==> config.mk <==
export PLATFORM = sky130hd
export DESIGN_NAME = unpadding_flat
export DESIGN_NICKNAME = d
export VERILOG_FILES = /design/src/rtl/unpadding_pkg.sv /design/src/rtl/unpadding_if.sv /design/src/rtl/unpad_addr_gen.sv /design/src/rtl/unpadding.sv /design/src/flat_wrapper.sv
export SDC_FILE = /design/constraint.sdc
export NUM_CORES = 1
export LEC_CHECK = 0
export ABC_AREA = 1
export CAP_MARGIN = 10
export CORE_UTILIZATION = 59
export CTS_BUF_LIST = sky130_fd_sc_hd__clkbuf_16
export CTS_CLUSTER_SIZE = 30
export DETAILED_ROUTE_END_ITERATION = 7
export PLACE_DENSITY = 0.85
export SLEW_MARGIN = 25
export SYNTH_ARGS = -nofsm -noshare
export SYNTH_HDL_FRONTEND = slang
export SYNTH_HIERARCHICAL = 1
export SYNTH_SLANG_ARGS = --single-unit
==> constraint.sdc <==
create_clock -name clk -period 4 [get_ports clk]
set_clock_uncertainty 0.15 [all_clocks]
set_input_delay 0.4 -clock clk [delete_from_list [all_inputs] [get_ports clk]]
set_output_delay 0.4 -clock clk [all_outputs]
set_load 0.01 [all_outputs]
==> src/rtl/unpadding_pkg.sv <==
// Shared image-toolkit definitions: default geometry, BRAM address widths and
// the run-control state encoding used by the padding/unpadding blocks.
package unpadding_pkg;

  localparam int IMG_N  = 16;
  localparam int IMG_P  = 2;
  localparam int IMG_W  = IMG_N + 2 * IMG_P;
  localparam int SRC_AW = 15;
  localparam int DST_AW = 14;
  localparam int PIX_W  = 8;

  typedef enum logic [1:0] {
    ST_IDLE = 2'd0,
    ST_RUN  = 2'd1,
    ST_DONE = 2'd2
  } state_t;

  // Width of a 0..n-1 counter, never zero even for a 1-pixel image.
  function automatic int cnt_w(input int n);
    return (n > 1) ? $clog2(n) : 1;
  endfunction

endpackage

==> src/rtl/unpadding_if.sv <==
// Source/destination BRAM port bundle between the cropper (master) and the
// two block memories (slave).
interface unpadding_if;
  import unpadding_pkg::*;

  logic              src_ena;
  logic [SRC_AW-1:0] src_addr;
  logic [PIX_W-1:0]  src_dout;
  logic              dst_ena;
  logic              dst_wea;
  logic [DST_AW-1:0] dst_addr;
  logic [PIX_W-1:0]  dst_din;

  modport master (
    output src_ena, src_addr,
    input  src_dout,
    output dst_ena, dst_wea, dst_addr, dst_din
  );

  modport slave (
    input  src_ena, src_addr,
    output src_dout,
    input  dst_ena, dst_wea, dst_addr, dst_din
  );
endinterface

==> src/rtl/unpad_addr_gen.sv <==
// Row/column walker for the cropped image: steps the padded read address and
// the linear write address one pixel at a time using adders only.
module unpad_addr_gen
  import unpadding_pkg::*;
#(
  parameter int N = IMG_N,
  parameter int P = IMG_P
) (
  input  logic              clk,
  input  logic              rst_n,
  input  logic              clr,
  input  logic              step,
  output logic [SRC_AW-1:0] src_addr,
  output logic [DST_AW-1:0] dst_addr,
  output logic              last
);
  localparam int W  = N + 2 * P;
  localparam int CW = cnt_w(N);
  localparam logic [SRC_AW-1:0] SRC_START = SRC_AW'(P * W + P);
  localparam logic [SRC_AW-1:0] ROW_SKIP  = SRC_AW'(2 * P + 1);
  localparam logic [CW-1:0]     LAST_IDX  = CW'(N - 1);

  logic [CW-1:0]     row_q, row_d;
  logic [CW-1:0]     col_q, col_d;
  logic [SRC_AW-1:0] src_q, src_d;
  logic [DST_AW-1:0] dst_q, dst_d;
  logic              end_of_row;

  assign end_of_row = (col_q == LAST_IDX);
  assign last       = end_of_row && (row_q == LAST_IDX);
  assign src_addr   = src_q;
  assign dst_addr   = dst_q;

  always_comb begin
    row_d = row_q;
    col_d = col_q;
    src_d = src_q;
    dst_d = dst_q;
    if (clr) begin
      row_d = '0;
      col_d = '0;
      src_d = SRC_START;
      dst_d = '0;
    end else if (step) begin
      dst_d = dst_q + DST_AW'(1);
      // Leaving a row skips the right border of this row and the left border of the next.
      if (end_of_row) begin
        col_d = '0;
        row_d = row_q + CW'(1);
        src_d = src_q + ROW_SKIP;
      end else begin
        col_d = col_q + CW'(1);
        src_d = src_q + SRC_AW'(1);
      end
    end
  end

  always_ff @(posedge clk or negedge rst_n) begin
    if (!rst_n) begin
      row_q <= '0;
      col_q <= '0;
      src_q <= '0;
      dst_q <= '0;
    end else begin
      row_q <= row_d;
      col_q <= col_d;
      src_q <= src_d;
      dst_q <= dst_d;
    end
  end

endmodule

==> src/rtl/unpadding.sv <==
// Border stripper: reads an (N+2P)^2 padded image from the source BRAM and
// writes its central N^2 pixels, row-major, to the destination BRAM.
module unpadding
  import unpadding_pkg::*;
#(
  parameter int N = IMG_N,
  parameter int P = IMG_P
) (
  input  logic         clk,
  input  logic         rst_n,
  input  logic         go,
  output logic         busy,
  output logic         done,
  unpadding_if.master  bus
);
  localparam int W = N + 2 * P;
  localparam logic [DST_AW-1:0] LAST_DST = DST_AW'(N * N - 1);

  generate
    if (W * W > 32768 || N * N > 16384) begin : g_bad_params
      $error("unpadding: image geometry does not fit the BRAM address space");
    end
  endgenerate

  state_t            state_q, state_d;
  logic              rd_vld_q, rd_vld_d;
  logic              rd_all_q, rd_all_d;
  logic              wr_vld_q, wr_vld_d;
  logic [SRC_AW-1:0] src_addr_q, src_addr_d;
  logic [DST_AW-1:0] rd_dst_q, rd_dst_d;
  logic [DST_AW-1:0] wr_dst_q, wr_dst_d;

  logic              gen_clr;
  logic              gen_step;
  logic              gen_last;
  logic [SRC_AW-1:0] gen_src;
  logic [DST_AW-1:0] gen_dst;

  unpad_addr_gen #(.N(N), .P(P)) u_addr_gen (
    .clk      (clk),
    .rst_n    (rst_n),
    .clr      (gen_clr),
    .step     (gen_step),
    .src_addr (gen_src),
    .dst_addr (gen_dst),
    .last     (gen_last)
  );

  always_comb begin
    state_d    = state_q;
    rd_vld_d   = 1'b0;
    rd_all_d   = rd_all_q;
    wr_vld_d   = 1'b0;
    src_addr_d = src_addr_q;
    rd_dst_d   = rd_dst_q;
    wr_dst_d   = wr_dst_q;
    gen_clr    = 1'b0;
    gen_step   = 1'b0;
    case (state_q)
      ST_IDLE: begin
        if (go) begin
          state_d  = ST_RUN;
          gen_clr  = 1'b1;
          rd_all_d = 1'b0;
        end
      end
      ST_RUN: begin
        if (!go) begin
          state_d = ST_IDLE;
        end else begin
          if (!rd_all_q) begin
            rd_vld_d   = 1'b1;
            src_addr_d = gen_src;
            rd_dst_d   = gen_dst;
            gen_step   = 1'b1;
            rd_all_d   = gen_last;
          end
          // Read stage -> write stage: the BRAM returns data one cycle after the address.
          wr_vld_d = rd_vld_q;
          wr_dst_d = rd_dst_q;
          if (wr_vld_q && (wr_dst_q == LAST_DST)) begin
            state_d = ST_DONE;
          end
        end
      end
      ST_DONE: begin
        if (!go) begin
          state_d = ST_IDLE;
        end
      end
      default: state_d = ST_IDLE;
    endcase
  end

  always_ff @(posedge clk or negedge rst_n) begin
    if (!rst_n) begin
      state_q    <= ST_IDLE;
      rd_vld_q   <= 1'b0;
      rd_all_q   <= 1'b0;
      wr_vld_q   <= 1'b0;
      src_addr_q <= '0;
      rd_dst_q   <= '0;
      wr_dst_q   <= '0;
    end else begin
      state_q    <= state_d;
      rd_vld_q   <= rd_vld_d;
      rd_all_q   <= rd_all_d;
      wr_vld_q   <= wr_vld_d;
      src_addr_q <= src_addr_d;
      rd_dst_q   <= rd_dst_d;
      wr_dst_q   <= wr_dst_d;
    end
  end

  assign busy         = (state_q == ST_RUN);
  assign done         = (state_q == ST_DONE);
  assign bus.src_ena  = rd_vld_q;
  assign bus.src_addr = src_addr_q;
  assign bus.dst_ena  = wr_vld_q;
  assign bus.dst_wea  = wr_vld_q;
  assign bus.dst_addr = wr_dst_q;
  assign bus.dst_din  = wr_vld_q ? bus.src_dout : '0;

endmodule

==> src/flat_wrapper.sv <==
// flat-port wrapper written by rule: the top's interface ports become plain ports
module unpadding_flat import unpadding_pkg::*;
#(
  parameter int N = IMG_N,
  parameter int P = IMG_P
)
  (clk, rst_n, go, busy, done, bus_src_ena, bus_src_addr, bus_src_dout, bus_dst_ena, bus_dst_wea, bus_dst_addr, bus_dst_din);
  unpadding_if bus_i ();
  input  logic clk;
  input  logic rst_n;
  input  logic go;
  output logic busy;
  output logic done;
  output wire logic [$bits(bus_i.src_ena)-1:0] bus_src_ena;
  output wire logic [$bits(bus_i.src_addr)-1:0] bus_src_addr;
  input wire logic [$bits(bus_i.src_dout)-1:0] bus_src_dout;
  output wire logic [$bits(bus_i.dst_ena)-1:0] bus_dst_ena;
  output wire logic [$bits(bus_i.dst_wea)-1:0] bus_dst_wea;
  output wire logic [$bits(bus_i.dst_addr)-1:0] bus_dst_addr;
  output wire logic [$bits(bus_i.dst_din)-1:0] bus_dst_din;
  assign bus_src_ena = bus_i.src_ena;
  assign bus_src_addr = bus_i.src_addr;
  assign bus_i.src_dout = bus_src_dout;
  assign bus_dst_ena = bus_i.dst_ena;
  assign bus_dst_wea = bus_i.dst_wea;
  assign bus_dst_addr = bus_i.dst_addr;
  assign bus_dst_din = bus_i.dst_din;
  unpadding #(.N(N), .P(P)) u_core (.clk(clk), .rst_n(rst_n), .go(go), .busy(busy), .done(done), .bus(bus_i));
endmodule
==> results of run 1 <==
==> power breakdown <==
part | total [mW] | leakage (nW) | switching, mW | internal (mW)
registers | 0.980 | 1.15 | 0.0570 | 0.923
logic | 0.254 | 1.27 | 0.142 | 0.111
clock network | 0.760 | 0.135 | 0.337 | 0.422
==> final cells by class <==
cell class	instances	area (um^2)
inverters	61	231
multi-input cells	342	1540
well taps	77	96.3
clock inverters	7	51.3
fillers	442	1620
clock buffers	9	225
repair buffers	53	529
flip-flops and latches	85	2130
==> synthesized netlist by cell type, drive strengths merged <==
master	count
nor2	56
ha	5
a32o	1
o22a	1
a21oi	17
nand2	197
nor4	1
xor2	1
o31ai	1
or2	1
nand3b	1
o21bai	1
o21a	1
nor3	5
o21ai	20
inv	61
a22o	2
clkbuf	1
buf	11
nand3	24
nor3b	1
dfrtp	85
nand4	6
==> sequential cells by signal, summed over array words and instances, names as in the netlist <==
name / cells
u_core/bus.src_addr: 15
u_core/u_addr_gen/src_addr: 15
u_core/bus.dst_addr: 14
u_core/rd_dst_q: 14
u_core/u_addr_gen/dst_addr: 14
u_core/u_addr_gen/col_q: 4
u_core/u_addr_gen/row_q: 4
u_core/state_q: 2
u_core/bus.dst_ena: 1
u_core/bus.src_ena: 1
u_core/rd_all_q: 1
==> path summary, 6_finish.rpt <==
kind	slack (ps)	end	startpoint
hold / removal	-30	u_core/state_q[1]$_DFFE_PN0P_	rst_n
max in group asynchronous	3260	u_core/u_addr_gen/src_addr[14]$_DFFE_PN0P_	rst_n
setup / recovery	1270	u_core/u_addr_gen/dst_addr[7]$_DFFE_PN0P_	go
hold reg to reg	330	u_core/bus.src_addr[11]$_DFFE_PN0P_	u_core/bus.src_addr[11]$_DFFE_PN0P_
min in group clk	330	u_core/bus.src_addr[11]$_DFFE_PN0P_	u_core/bus.src_addr[11]$_DFFE_PN0P_
setup reg to reg	1400	u_core/u_addr_gen/dst_addr[7]$_DFFE_PN0P_	u_core/state_q[1]$_DFFE_PN0P_
==> critical path, cell delays in order <==
cell             delay [ps]
clkdlybuf4s50_1         490
nand2_2                 110
nor2_8                  210
nand2_4                 240
inv_4                   360
inv_1                   130
nand2_2                 250
nand2_1                 190
nor2_1                  200
nand3_1                  90
nand2_1                  70
nor2_1                   40
==> through the flow <==
| step | utilization [%] | hold slack [ps] | setup slack [ps] | power (mW) |
|---|---|---|---|---|
| after floorplan | - | -45.6 | 2080 | 1.13 |
| after detailed placement | 70.4 | 315 | 948 | 1.24 |
| final | 74.8 | -34.6 | 1270 | 1.99 |
| after CTS | 74.8 | 134 | 1270 | 2.01 |
| after global placement | 70.4 | 314 | 1040 | 1.23 |
| after global routing | 74.8 | 29.9 | 1000 | 2.08 |
==> kinds of logic (layout without fill, tap and decap cells) <==
logic type      count (synthesis)  count (layout)  synth area share, %
flops                          85              85                 53.3
xor+xnor                        1               1                0.220
simple gates                  292             292                 30.8
compound gates                 44              44                 6.12
buf+inv                        73             130                 8.00
fa+ha+maj                       5               5                 1.57
==> layer usage <==
metal	global-route usage [%]	vias up	wire length, um
met3	4.72	30	340
met2	43.8	93	4150
met1	30.4	1597	3540
met5	0	-	0
li1	-	1662	-
met4	14.7	0	257
==> flow_summary.json, run 1 <==
{
  "maximum_number_of_pins_on_one_net_before_global_route_repair": 86,
  "failed_checks": "DRC, hold timing",
  "finalInstanceArea_um2": 4800,
  "dpl_cell_area_um2": 4520,
  "final_report_setup_violation_count": 0,
  "dp_cells": 618,
  "synthesis.area_um2": 3990,
  "max_freq_mhz": 366,
  "worst-setup-path-type": "input pin to register",
  "io_pins": 53,
  "setup_tns_ps": 0,
  "viasPerCell": 5.33,
  "drt_iter0_drc": 267,
  "power.static_leakage_nw": 2.55,
  "io_buffers": 52,
  "worst_setup_path_end_kind": "register",
  "placementRows": 29,
  "layout_min_cycle_time_ps": 2730,
  "ctsRootBufferMaster": "clkbuf_16",
  "finalWeightedCongestion": 0.855,
  "maxCapViolations": 0,
  "area_growth_syn_to_layout_pct": 20.4,
  "hp-class": "input pin to async pin",
  "first_global_vias": 3233,
  "setup.worst_path.start_class": "input pin",
  "h-tree-depth": 3,
  "die_height_um": 84.2,
  "worstMarginPinSlew_ps": 731,
  "postSynthCellCount": 500,
  "grtUsageTotal_pct": 25.5,
  "layout_commonest_cell": "nand2_1",
  "detail-route-antenna-nets": 0,
  "cts.repair.resized": 0,
  "rsz_0062_raised_after_global_routing": "false",
  "initial_core_util_pct": 62.1,
  "synthDistinctLibCells": 35,
  "cp.arrival_ps": 2810,
  "critPathMaxFanout": 40,
  "final.hold.worst_slack_ps": -34.6,
  "yosysSeqAreaShare_pct": 53.3,
  "run_status": "finished, violations left",
  "slew_viol_final": 0,
  "final_net_count": 568,
  "share_of_final_layout_standard_cells_stronger_than_drive_strength_1_pct": 6.46,
  "synth-seq-cells": 85,
  "cts.reportedPaths.clkPinSlew_ps": 60,
  "instances_no_fill": 634,
  "cts_tree": "done",
  "tritoncts.num_buffers": 9,
  "cts_hold_repair.buffers": 0,
  "die_area_um2": 7100,
  "hpwlAfterDp_um": 5580,
  "power-per-cell-area_nw_per_um2": 415,
  "worst_ir_drop_vdd_mv": 0.253,
  "ff2ff_path_depth": 12,
  "drt_wl_total_um": 8290,
  "average_routed_wire_per_standard_cell_um": 13.1,
  "layout_common_cells": "nand2_1 (192), dfrtp_1 (85), inv_1 (55)",
  "skew_pair_late_insertion_delay_ps": 330,
  "clock_tree.buffer_depth": 2,
  "critPathRequiredTime_ps": 4080,
  "drc": 12,
  "die_width_um": 84.2,
  "timing.slew.headroom_pct": 51.3,
  "post_cts_buffers": 0,
  "drt_pre_antenna_iters": 7,
  "num_antenna_cells": 0,
  "grt_antenna_before_repair": 0,
  "yosysWarningCount": 6,
  "layout_worst_path_cycle_share_pct": 68.3,
  "num_vias": 3382,
  "finalHoldViolations": 85,
  "numClockSinks": 85,
  "synthDominantCellAreaShare_pct": 53.3,
  "gr-total-overflow": 0,
  "placeableCoreArea_um2": 6420,
  "grt_first_pass_wirelength_um": 14300,
  "synth_largest_area_cell": "dfrtp_1",
  "post_synth_main_area_contributors": "dfrtp_1 (53%), nand2_1 (18%), inv_1 (5.2%)",
  "mappedNetlistNets": 516,
  "postSynthAreaPerCell_um2": 7.98
}
Note: power is estimated with default switching activity, not from simulation.
==> run 2, diff against run 1 <==
--- a/config.mk
+++ b/config.mk
@@ -7,11 +7,11 @@
 export LEC_CHECK = 0
 export ABC_AREA = 1
 export CAP_MARGIN = 10
-export CORE_UTILIZATION = 59
+export CORE_UTILIZATION = 55
 export CTS_BUF_LIST = sky130_fd_sc_hd__clkbuf_16
 export CTS_CLUSTER_SIZE = 30
 export DETAILED_ROUTE_END_ITERATION = 7
-export PLACE_DENSITY = 0.85
+export PLACE_DENSITY = 0.8
 export SLEW_MARGIN = 25
 export SYNTH_ARGS = -nofsm -noshare
 export SYNTH_HDL_FRONTEND = slang
==> constraint.sdc (replaced) <==
create_clock -name clk -period 2.8 [get_ports clk]
set_clock_uncertainty 0.15 [all_clocks]
set_input_delay 0.28 -clock clk [delete_from_list [all_inputs] [get_ports clk]]
set_output_delay 0.28 -clock clk [all_outputs]
set_load 0.01 [all_outputs]
==> run 2 against run 1 <==
  * The flow now finishes without violations
  * Sequential share of layout area down 0.64 points
  * Clock power up 43%
  * Worst setup slack lost 650 ps
  * Flip-flop and latch count stayed put
  * Sequential power up 43%
  * Via count down 1.1%
  * Worst hold slack better by 360 ps
  * Register-to-register slack got worse by 770 ps
  * First-iteration DRC count fell by 20%
  * Core utilization down 4.2 points
==> flow_summary.json, run 2 (same netlist as run 1, synthesis figures left out) <==
{
  "maxCapViolations": 0,
  "layout_common_cells": "nand2_1 (192), dfrtp_1 (85), inv_1 (55)",
  "ff2ff_path_depth": 12,
  "finalWeightedCongestion": 0.871,
  "worst-setup-path-type": "input pin to register",
  "timing.critical_path.depth": 12,
  "netSwitchingFraction_pct": 26.7,
  "highest_layer": "met4",
  "num_antenna_cells": 0,
  "area_growth_syn_to_layout_pct": 22.2,
  "share_of_final_layout_standard_cells_stronger_than_drive_strength_1_pct": 7.46,
  "average_routed_wire_per_standard_cell_um": 12.5,
  "die_area_um2": 7600,
  "first_global_vias": 3115,
  "share_clk_of_total_power_pct": 38.2,
  "gr-total-overflow": 0,
  "grtUsageTotal_pct": 23.3,
  "met2WireLength_um": 4100,
  "skew_pair_late_insertion_delay_ps": 330,
  "netSwitchingPower_mw": 0.758,
  "drt_pre_antenna_iters": 5,
  "post_cts_buffers": 0,
  "layout_min_cycle_time_ps": 2190,
  "initial_core_util_pct": 57.8,
  "timing.slew.headroom_pct": 49.4,
  "worst_setup_path_end_kind": "register",
  "met1_length_um": 3680,
  "die_width_um": 87.2,
  "dpl_cell_area_um2": 4590,
  "met3WireLength_um": 310,
  "io_buffers": 52,
  "tritoncts.num_buffers": 9,
  "cts_tree": "done",
  "critPathRequiredTime_ps": 2870,
  "critPathTopFamily": "simple AND/OR/NAND/NOR gates",
  "final_report_setup_violation_count": 0,
  "worstMarginPinSlew_ps": 758,
  "detail-route-antenna-nets": 0,
  "timing.critical_path.slowest_stage_cell": "clkdlybuf4s50_1",
  "drt_wl_total_um": 8230,
  "viasPerCell": 5.07,
  "die_height_um": 87.2,
  "worst_path_largest_cell_delay_ps": 510,
  "power.share.combinational_pct": 12.7,
  "layout_worst_path_cycle_share_pct": 78.1,
  "numClockSinks": 85,
  "maximum_number_of_pins_on_one_net_before_global_route_repair": 86,
  "drc": 0,
  "hpwlAfterDp_um": 5670,
  "timing.rr.start": "u_core/u_addr_gen/col_q[0]$_DFFE_PN0P_",
  "drt_iter0_drc": 214,
  "io_pins": 53,
  "crit_chain": "clkdlybuf4s50_1 > nand2_2 > nor2_8 > nand2_4 > inv_4 > inv_1 > nand2_2 > nand2_1 > nor2_1 > nand3_1 > nand2_1 > nor2_1",
  "placementRows": 30,
  "cts.reportedPaths.clkPinSlew_ps": 60,
  "clock_tree.buffer_depth": 2,
  "hp-class": "register to register",
  "grt_antenna_before_repair": 0,
  "cell_internal_pwr_mw": 2.08,
  "power.static_leakage_nw": 2.58,
  "worst_ir_drop_vdd_mv": 0.478,
  "placeableCoreArea_um2": 6910,
  "slew_viol_final": 0,
  "worstSetupStartpoint": "go",
  "pwr-share-seq_pct": 49.1,
  "setup.worst_path.start_class": "input pin",
  "h-tree-depth": 3,
  "final.fill_count": 564,
  "ctsRootBufferMaster": "clkbuf_16",
  "power-per-cell-area_nw_per_um2": 583,
  "layout_commonest_cell": "nand2_1",
  "grt_first_pass_wirelength_um": 13700,
  "final_net_count": 574,
  "worstHoldPathCells": 2,
  "cp.arrival_ps": 2260,
  "max_freq_mhz": 457,
  "setup_tns_ps": 0,
  "rsz_0062_raised_after_global_routing": "false",
  "finalInstanceArea_um2": 4870,
  "run_status": "finished clean",
  "hp-start": "u_core/rd_dst_q[4]$_DFFE_PN0P_",
  "crit_buf_inv": 3,
  "critPathMaxFanout": 22,
  "finalHoldViolations": 0,
  "num_vias": 3344
}
run 2: cell types whose count changed in the layout (fill, tap and decap cells not counted):
cell / previous run / this run
clkinv_1: 2 / 1
buf_4: 1 / 6
clkinv_2: 0 / 1
dlygate4sd3_1: 0 / 1
clkinv_4: 4 / 2
clkinvlp_4: 0 / 2
run 2: metal layers:
layer  GRT usage [%]  vias up
li1                -     1661
met2            40.7       84
met3            3.98       17
met4            10.3        0
met1            28.5     1582
met5               0        -
run 2: worst reg2reg max path, stage by stage (launching register included):
cell     delay (ps)
dfrtp_1         400
ha_1            230
nand3_1         150
inv_1            80
ha_1            320
nand2_1          80
nand2_1          90
nand2_1          80
nor2_2          230
nand2_1         110
nand2_1          70
nand2_1          40
nor2_1           80
run 2: repair_timing:
| action | CTS | global route |
|---|---|---|
| hold buffers | 0 | 1 |
| setup endpoints to repair | 0 | 0 |
| hold endpoints to repair | 0 | 85 |
| gates resized for setup | 0 | 0 |
run 2: worst paths after layout:
check	end	slack (ps)
setup reg to reg	u_core/u_addr_gen/src_addr[8]$_DFFE_PN0P_	630
max in group asynchronous	u_core/u_addr_gen/src_addr[1]$_DFFE_PN0P_	1560
min in group asynchronous	u_core/bus.dst_ena$_DFF_PN0_	390
setup / recovery	u_core/u_addr_gen/dst_addr[7]$_DFFE_PN0P_	610
hold reg to reg	u_core/bus.dst_addr[4]$_DFFE_PN0P_	330
hold / removal	u_core/bus.dst_addr[4]$_DFFE_PN0P_	330
run 2: metrics by stage:
stage / utilization [%] / setup WS [ps] / hold slack (ps) / total power, mW / cells
2_1_floorplan: - / 879 / -166 / 1.61 / 500
3_3_place_gp: 66.4 / 423 / 310 / 1.76 / 642
3_5_place_dp: 66.4 / 312 / 316 / 1.78 / 642
4_1_cts: 70.4 / 620 / 24.1 / 2.87 / 658
5_1_grt: 70.6 / 344 / 348 / 2.96 / 659
6_report: 70.6 / 612 / 327 / 2.84 / 659
run 2: power by group through the flow:
stage | sequential (mW) | combinational [mW] | clock, mW
4_1_cts | 1.40 | 0.363 | 1.11
5_1_grt | 1.41 | 0.405 | 1.15
6_report | 1.40 | 0.361 | 1.09
3_5_place_dp | 1.42 | 0.358 | 0
2_1_floorplan | 1.42 | 0.191 | 0
3_3_place_gp | 1.41 | 0.346 | 0
run 2: area by class of cell:
class / instances / area, um^2 / share of cell area, %
well taps: 96 / 120 / 2.46
multi-input cells: 342 / 1540 / 31.7
clock inverters: 7 / 50.0 / 1.03
flip-flops and latches: 85 / 2130 / 43.6
repair buffers: 59 / 577 / 11.8
inverters: 61 / 231 / 4.75
clock buffers: 9 / 225 / 4.62
==> run 3, diff against run 2 <==
--- a/config.mk
+++ b/config.mk
@@ -7,11 +7,11 @@
 export LEC_CHECK = 0
 export ABC_AREA = 1
 export CAP_MARGIN = 10
-export CORE_UTILIZATION = 55
+export CORE_UTILIZATION = 50
 export CTS_BUF_LIST = sky130_fd_sc_hd__clkbuf_16
 export CTS_CLUSTER_SIZE = 30
 export DETAILED_ROUTE_END_ITERATION = 7
-export PLACE_DENSITY = 0.8
+export PLACE_DENSITY = 0.76
 export SLEW_MARGIN = 25
 export SYNTH_ARGS = -nofsm -noshare
 export SYNTH_HDL_FRONTEND = slang
==> constraint.sdc (replaced) <==
create_clock -name clk -period 1.91 [get_ports clk]
set_clock_uncertainty 0.15 [all_clocks]
set_input_delay 0.191 -clock clk [delete_from_list [all_inputs] [get_ports clk]]
set_output_delay 0.191 -clock clk [all_outputs]
set_load 0.01 [all_outputs]
==> run 3 against run 2 <==
  * Core utilization shrank 4.2 points
  * Sequential power is 46% higher
  * Non-clock buffer count grew 22
  * Critical path depth unchanged
  * Global-route usage decreased by 1.7 points
  * Critical path type is now register to register
  * Critical endpoint is now u_core/u_addr_gen/src_addr[8]$_DFFE_PN0P_
==> flow_summary.json, run 3 (same netlist as run 1, synthesis figures left out) <==
{
  "h-tree-depth": 3,
  "met1_length_um": 3920,
  "final_report_setup_violation_count": 0,
  "netSwitchingPower_mw": 1.15,
  "power.static_leakage_nw": 2.68,
  "die_height_um": 91.3,
  "numClockSinks": 85,
  "power.share.combinational_pct": 14.6,
  "layout_commonest_cell": "nand2_1",
  "setup.worst_path.start_class": "register",
  "ctsRootBufferMaster": "clkbuf_16",
  "worst-setup-path-type": "register to register",
  "rr_endpoint": "u_core/u_addr_gen/src_addr[8]$_DFFE_PN0P_",
  "share_clk_of_total_power_pct": 37.5,
  "multi_input_comb_area_um2": 1610,
  "skew_pair_late_insertion_delay_ps": 330,
  "average_routed_wire_per_standard_cell_um": 12.4,
  "gr-total-overflow": 0,
  "highest_layer": "met4",
  "run_status": "finished clean",
  "layout_common_cells": "nand2_1 (185), dfrtp_1 (83), inv_1 (53)",
  "placeableCoreArea_um2": 7730,
  "drt_wl_total_um": 8520,
  "cts.reportedPaths.clkPinSlew_ps": 60,
  "share_of_final_layout_standard_cells_stronger_than_drive_strength_1_pct": 13.7,
  "num_vias": 3416,
  "max_freq_mhz": 535,
  "viasPerCell": 4.97,
  "grt_first_pass_wirelength_um": 14400,
  "ff2ff_path_depth": 12,
  "die_width_um": 91.3,
  "timing.slew.headroom_pct": 64.1,
  "detail-route-antenna-nets": 0,
  "timing.rr.start": "u_core/u_addr_gen/col_q[1]$_DFFE_PN0P_",
  "first_global_vias": 3243,
  "hpwlAfterDp_um": 5890,
  "netSwitchingFraction_pct": 27.0,
  "num_antenna_cells": 0,
  "clock_tree.buffer_depth": 2,
  "rsz_0062_raised_after_global_routing": "true",
  "final_net_count": 596,
  "maxCapViolations": 0,
  "cts_tree": "done",
  "drt_iter0_drc": 146,
  "critPathRequiredTime_ps": 2030,
  "io_buffers": 52,
  "dp_cells": 668,
  "final.fill_count": 628,
  "met3WireLength_um": 264,
  "layout.area.seq_um2": 2130,
  "instances_no_fill": 687,
  "finalWeightedCongestion": 0.840,
  "power-per-cell-area_nw_per_um2": 833,
  "worst_ir_drop_vdd_mv": 0.486,
  "met2WireLength_um": 4220,
  "tritoncts.num_buffers": 9,
  "drt_pre_antenna_iters": 5,
  "pwr-share-seq_pct": 48.0,
  "finalHoldViolations": 0,
  "initial_core_util_pct": 51.6,
  "worst_setup_path_end_kind": "register",
  "drc": 0,
  "slew_viol_final": 0,
  "worstMarginPinSlew_ps": 538,
  "layout_min_cycle_time_ps": 1870,
  "final.hold.worst_slack_ps": 241,
  "cell_internal_pwr_mw": 3.12,
  "cp.arrival_ps": 1990,
  "area_growth_syn_to_layout_pct": 28.5,
  "finalPower_mw": 4.27,
  "die_area_um2": 8340,
  "layout_worst_path_cycle_share_pct": 97.9,
  "placementRows": 32,
  "r2r_setup_slack_ps": 40,
  "io_pins": 53,
  "hp-class": "input pin to async pin",
  "maximum_number_of_pins_on_one_net_before_global_route_repair": 43,
  "grt_antenna_before_repair": 0,
  "critPathMaxFanout": 6,
  "grtUsageTotal_pct": 21.6,
  "worstSetupStartpoint": "u_core/u_addr_gen/col_q[1]$_DFFE_PN0P_"
}
[run 3: cell types whose count changed in the layout (fill, tap and decap cells not counted), moves of 2 or more]
cell     delta
nand2_4     +2
dfrtp_1     -2
buf_4      +22
dfrtp_2     +2
inv_1       -2
inv_2       +2
nand2_2     +5
nor2_1      -2
ha_1        -2
nor2_4      +2
nand2_1     -7
[run 3: cell type report]
| class | instances | share of cell area [%] |
|---|---|---|
| Sequential cell | 85 | 41.5 |
| Multi-Input combinational cell | 342 | 31.5 |
| Timing Repair Buffer | 81 | 14.6 |
| Inverter | 61 | 4.51 |
| Clock buffer | 9 | 4.39 |
| Tap cell | 102 | 2.49 |
| Clock inverter | 7 | 0.976 |
[run 3: stage by stage]
stage / setup WS [ps] / util (%) / instance area [um^2] / TNS (ps)
floorplan: 14.6 / - / 4000 / 0
global placement: -56.0 / 61.6 / 4760 / -468
detailed placement: -107 / 61.6 / 4760 / -1050
CTS: 6.51 / 65.6 / 5070 / 0
global route: -80.3 / 66.4 / 5130 / -292
finish: 40.5 / 66.4 / 5130 / 0
[run 3: power by group through the flow]
stage | registers [mW] | logic, mW | clock network, mW
floorplan | 2.08 | 0.283 | 0
global placement | 2.07 | 0.562 | 0
detailed placement | 2.08 | 0.578 | 0
CTS | 2.05 | 0.590 | 1.64
global route | 2.07 | 0.687 | 1.72
finish | 2.05 | 0.622 | 1.60
[run 3: worst max-delay path, cell delays in order (launching register included)]
cell and delay [ps]:
dfrtp_1 380, ha_2 200, nand3_2 80, inv_2 50, ha_4 280, nand2_4 50, nand2_2 80, nand2_2 70
nor2_4 170, nand2_2 90, nand2_2 50, nand2_1 40, nor2_1 90
[run 3: worst max path at each step]
stage / endpoint / slack (ps)
3_3_place_gp: u_core/u_addr_gen/dst_addr[7]$_DFFE_PN0P_ / -60
6_report: u_core/u_addr_gen/src_addr[8]$_DFFE_PN0P_ / 40
3_5_place_dp: u_core/u_addr_gen/dst_addr[7]$_DFFE_PN0P_ / -110
4_1_cts: bus_dst_din[6] / 7
5_1_grt: u_core/u_addr_gen/src_addr[8]$_DFFE_PN0P_ / -80
2_1_floorplan: u_core/u_addr_gen/src_addr[8]$_DFFE_PN0P_ / 10
[run 3: routing by layer]
layer / vias up / GRT usage, %
met1: 1622 / 28.1
met4: 0 / 8.20
met3: 11 / 3.18
met2: 72 / 36.6
met5: - / 0
li1: 1711 / -
[run 3: what timing repair did]
| action | 4_1_cts | 5_1_grt |
|---|---|---|
| hold endpoints to repair | 40 | 0 |
| pin swaps | 2 | 10 |
| hold buffers | 1 | 0 |
| setup endpoints to repair | 8 | 22 |
| buffers inserted | 0 | 2 |
| gates resized for setup | 5 | 16 |
